### config.mk
export PLATFORM = sky130hd
export DESIGN_NAME = ram_stream_ctrl
export DESIGN_NICKNAME = d
export VERILOG_FILES = /design/src/rtl/ram_stream_pkg.sv /design/src/rtl/ram_stream_ctrl.sv
export SDC_FILE = /design/constraint.sdc
export NUM_CORES = 1
export LEC_CHECK = 0
export CAP_MARGIN = 20
export CORE_ASPECT_RATIO = 2
export CORE_MARGIN = 2
export CORE_UTILIZATION = 40
export DETAILED_ROUTE_END_ITERATION = 16
export PLACE_DENSITY_LB_ADDON = 0.15
export SYNTH_ARGS = -nofsm -noshare
export SYNTH_HDL_FRONTEND = slang
export SYNTH_SLANG_ARGS = --single-unit
### constraint.sdc
create_clock -name clk -period 3.7 [get_ports clk]
set_input_delay 0.74 -clock clk [delete_from_list [all_inputs] [get_ports clk]]
set_output_delay 0.74 -clock clk [all_outputs]
set_load 0.01 [all_outputs]
### src/rtl/ram_stream_pkg.sv
// Shared sizing constants and types for the RAM-backed byte stream controller.
package ram_stream_pkg;

    localparam int DATA_W = 8;
    localparam int ADDR_W = 4;
    localparam int DEPTH  = 16;
    localparam int CNT_W  = ADDR_W + 1;

    typedef logic [DATA_W-1:0] data_t;
    typedef logic [ADDR_W-1:0] addr_t;
    typedef logic [CNT_W-1:0]  cnt_t;

endpackage

### src/rtl/ram_stream_ctrl.sv
// Stream controller that buffers bytes in an external 16x8 RAM: writes through
// port 0, reads back in FIFO order through port 1 into a registered output.
module ram_stream_ctrl #(
    parameter int DATA_W = ram_stream_pkg::DATA_W,
    parameter int ADDR_W = ram_stream_pkg::ADDR_W,
    parameter int DEPTH  = ram_stream_pkg::DEPTH
) (
    input  logic              clk,
    input  logic              rst,
    input  logic              flush,
    input  logic              in_valid,
    output logic              in_ready,
    input  logic [DATA_W-1:0] in_data,
    output logic              out_valid,
    input  logic              out_ready,
    output logic [DATA_W-1:0] out_data,
    output logic [ADDR_W:0]   count,
    output logic              ram_port_en_0,
    output logic              ram_wr_en,
    output logic [ADDR_W-1:0] ram_addr_0,
    output logic [DATA_W-1:0] ram_wr_data,
    output logic              ram_port_en_1,
    output logic [ADDR_W-1:0] ram_addr_1,
    input  logic [DATA_W-1:0] ram_rd_data
);

    localparam int CNT_W = ADDR_W + 1;

    logic [ADDR_W-1:0] r_wrPtr;
    logic [ADDR_W-1:0] r_rdPtr;
    logic [CNT_W-1:0]  r_count;
    logic              r_outValid;
    logic [DATA_W-1:0] r_outData;

    logic              w_notEmpty;
    logic              w_push;
    logic              w_load;
    logic [CNT_W-1:0]  w_countNext;

    // Readiness depends only on rst, flush and the registered count, so a
    // slot freed by a load at full is only offered on the following cycle.
    assign in_ready    = !rst && !flush && (r_count != CNT_W'(DEPTH));
    assign w_push      = in_valid && in_ready;
    assign w_notEmpty  = (r_count != '0);
    assign w_load      = w_notEmpty && (!r_outValid || out_ready) && !flush;
    assign w_countNext = r_count + {{ADDR_W{1'b0}}, w_push}
                                 - {{ADDR_W{1'b0}}, w_load};

    assign ram_port_en_0 = w_push;
    assign ram_wr_en     = w_push;
    assign ram_addr_0    = r_wrPtr;
    assign ram_wr_data   = in_data;
    assign ram_port_en_1 = w_notEmpty;
    assign ram_addr_1    = r_rdPtr;

    assign count     = r_count;
    assign out_valid = r_outValid;
    assign out_data  = r_outData;

    // Flush clears the buffer but leaves the last output byte in place.
    always_ff @(posedge clk) begin
        if (rst) begin
            r_wrPtr    <= '0;
            r_rdPtr    <= '0;
            r_count    <= '0;
            r_outValid <= 1'b0;
            r_outData  <= '0;
        end else if (flush) begin
            r_wrPtr    <= '0;
            r_rdPtr    <= '0;
            r_count    <= '0;
            r_outValid <= 1'b0;
        end else begin
            if (w_push) begin
                r_wrPtr <= r_wrPtr + ADDR_W'(1);
            end
            if (w_load) begin
                r_outData  <= ram_rd_data;
                r_outValid <= 1'b1;
                r_rdPtr    <= r_rdPtr + ADDR_W'(1);
            end else if (r_outValid && out_ready) begin
                r_outValid <= 1'b0;
            end
            r_count <= w_countNext;
        end
    end

endmodule

==> impl_metrics.tcl <==
set metrics [dict create \
    path_clk_slew_ps 80 \
    layout-drive-gt1-share 0.0884 \
    synthArstFlopShare 0 \
    setup_ws_ps 665 \
    leakagePower_nw 0.598 \
    dp_slack_ps 399 \
    synthCells 114 \
    synth-edff-count 0 \
    cts_max_level 1 \
    start_kind "input pin" \
    firstDrtPassIters 4 \
    final_cell_mix "clkdlybuf4s50_1, dfxtp_1, nor2_1" \
    grt_antenna_before_repair 0 \
    numCtsBuffers 3 \
    wl_um 2230 \
    grt_pass1_vias 972 \
    crit_family "adder cells" \
    finClkSkew_ps 3.76 \
    num_rows 27 \
    synthMuxAreaShare 0.0889 \
    postCtsSetupBuffers 0 \
    setup_viol 0 \
    synth-xor-area-share 0.0467 \
    fmax_mhz 330 \
    dp.final_hpwl_um 1810 \
    clock_sinks 22 \
    io-pin-count 55 \
    critPathSlowestCell "clkdlybuf4s50_1" \
    yosys_warnings 0 \
    cts-resized-gates 0 \
    critPathBufInv 3 \
    hold_viol 0 \
    grt-ovfl-total 0 \
    grt_max_degree 13 \
    n_antenna_cell 0 \
    required_ps 3840 \
    final_nets 178 \
    end_kind "flip-flop" \
    total_power_mw 1.05 \
    cts-root-buf "clkbuf_8" \
    rsz0062_at_grt "no" \
    tightest_slew_ps 409 \
    final.setup.tns_ps 0 \
    run_status "complete, no violations" \
    vdd_ir_drop_max_v 0.000304 \
    port_buffers 38 \
    final_common_cell "clkdlybuf4s50_1" \
    synth_nets 144 \
    drc 0 \
    synth_fa_ha_area_frac 0.107 \
    min-delay-path-class "reg -> reg" \
    synth-main-ff-cell "dfxtp_1" \
    clockBufferDepth 2 \
    netlist_area_um2 1130 \
    path_class "in -> reg" \
    p_per_area_nw_per_um2 688 \
    synth.avg_cell_area_um2 9.88 \
    track_usage 0.152 \
    routedWlPerCell_um 12.7 \
    ctsHoldBuffers 0 \
    die_width_um 41.5 \
    ant_nets 0 \
    die_y_um 79.0 \
    drv_slew 0 \
    synthSimpleGateAreaFrac 0.171 \
    synth_compound_area_frac 0.0844 \
    cts_tree "yes" \
    gp_congestion 0.740 \
    area_growth_pct 35.8 \
    synth_top_family_by_area "simple AND/OR/NAND/NOR gates" \
    fin_crit_sh 0.820 \
    ys_seq_elements 22 \
    cp_cell_sequence "clkdlybuf4s50_1 -> nor2_4 -> o311ai_4 -> ha_1 -> inv_1 -> ha_1 -> inv_1 -> fa_1 -> nand2b_1 -> a21oi_1 -> o21ai_0 -> nor3b_1" \
    initialDrtViolationCount 7 \
    max_slew_margin 0.727 \
    slowest_delay_ps 520 \
    synth_seq_area_share 0.391 \
    cp_data_arrival_time_ps 3180 \
    vias_per_cell 4.91 \
    worst-path-max-fanout 5 \
    synth_cell_type_count 34 \
    core_um2 2700 \
    period_minus_slack_ps 3030 \
    grt_first_pass_wirelength_um 3960 \
    cap_violations 0 \
    worstSkewPairLatency_ps 260 \
    routed-via-count 865 \
    start_util 0.417 \
    whs_ps 494 \
    die_area_um2 3280 \
]
worst paths after layout:
check	from	endpoint	slack [ps]	depth (start not counted)
setup reg to reg	count[3]$_SDFF_PP0_	count[4]$_SDFF_PP0_	1000	13
hold / removal	ram_addr_0[3]$_SDFFE_PP0P_	ram_addr_0[3]$_SDFFE_PP0P_	490	1
hold reg to reg	ram_addr_0[3]$_SDFFE_PP0P_	ram_addr_0[3]$_SDFFE_PP0P_	490	1
setup / recovery	flush	count[4]$_SDFF_PP0_	670	12
layout make-up:
class,count,area [um^2]
Tap cell,29,36.3
Multi-Input combinational cell,71,561
Sequential cell,22,440
Inverter,9,33.8
Timing Repair Buffer,41,403
Fill cell,259,1170
Clock buffer,4,55.1
stage by stage:
step,cells,utilization,cell area [um^2]
5_1_grt,176,0.566,1530
2_1_floorplan,114,-,1130
3_3_place_gp,172,0.545,1470
3_5_place_dp,172,0.545,1470
6_report,176,0.566,1530
4_1_cts,176,0.566,1530
metal layers:
metal,wire [um],GRT usage,share of wire,vias to the layer above
li1,-,-,-,435
met1,841,0.148,0.38,400
met2,1250,0.286,0.56,24
met3,100,0.0364,0.045,6
met4,46,0.0742,0.021,0
met5,0,0,0,-
kinds of logic after synthesis:
group,Yosys count
AO/OA/AOI/OAI,11
flip-flops,22
AND/OR/NAND/NOR,35
buffers and inverters,21
XOR/XNOR,6
multiplexers,10
adder cells (fa/ha/maj),9
power by group:
group | internal [mW] | switching [mW]
Combinational | 0.304 | 0.248
Clock | 0.0947 | 0.0759
Sequential | 0.287 | 0.0435
cell usage after synthesis, drive strengths merged, types with 2 or more instances:
master  number  area share
nor3         2       0.019
nor2        17       0.063
ha           8       0.089
nand3        3       0.013
mux2i       10       0.089
dfxtp       22        0.39
inv          9       0.030
nand2        6       0.020
a21oi        3       0.013
xnor2        5       0.039
buf         11       0.078
state kept, by name, summed over array words and instances, names as in the netlist:
signal      count
ram_addr_0      4
ram_addr_1      4
out_data        8
out_valid       1
count           5
Note: power is estimated with default switching activity, not from simulation.
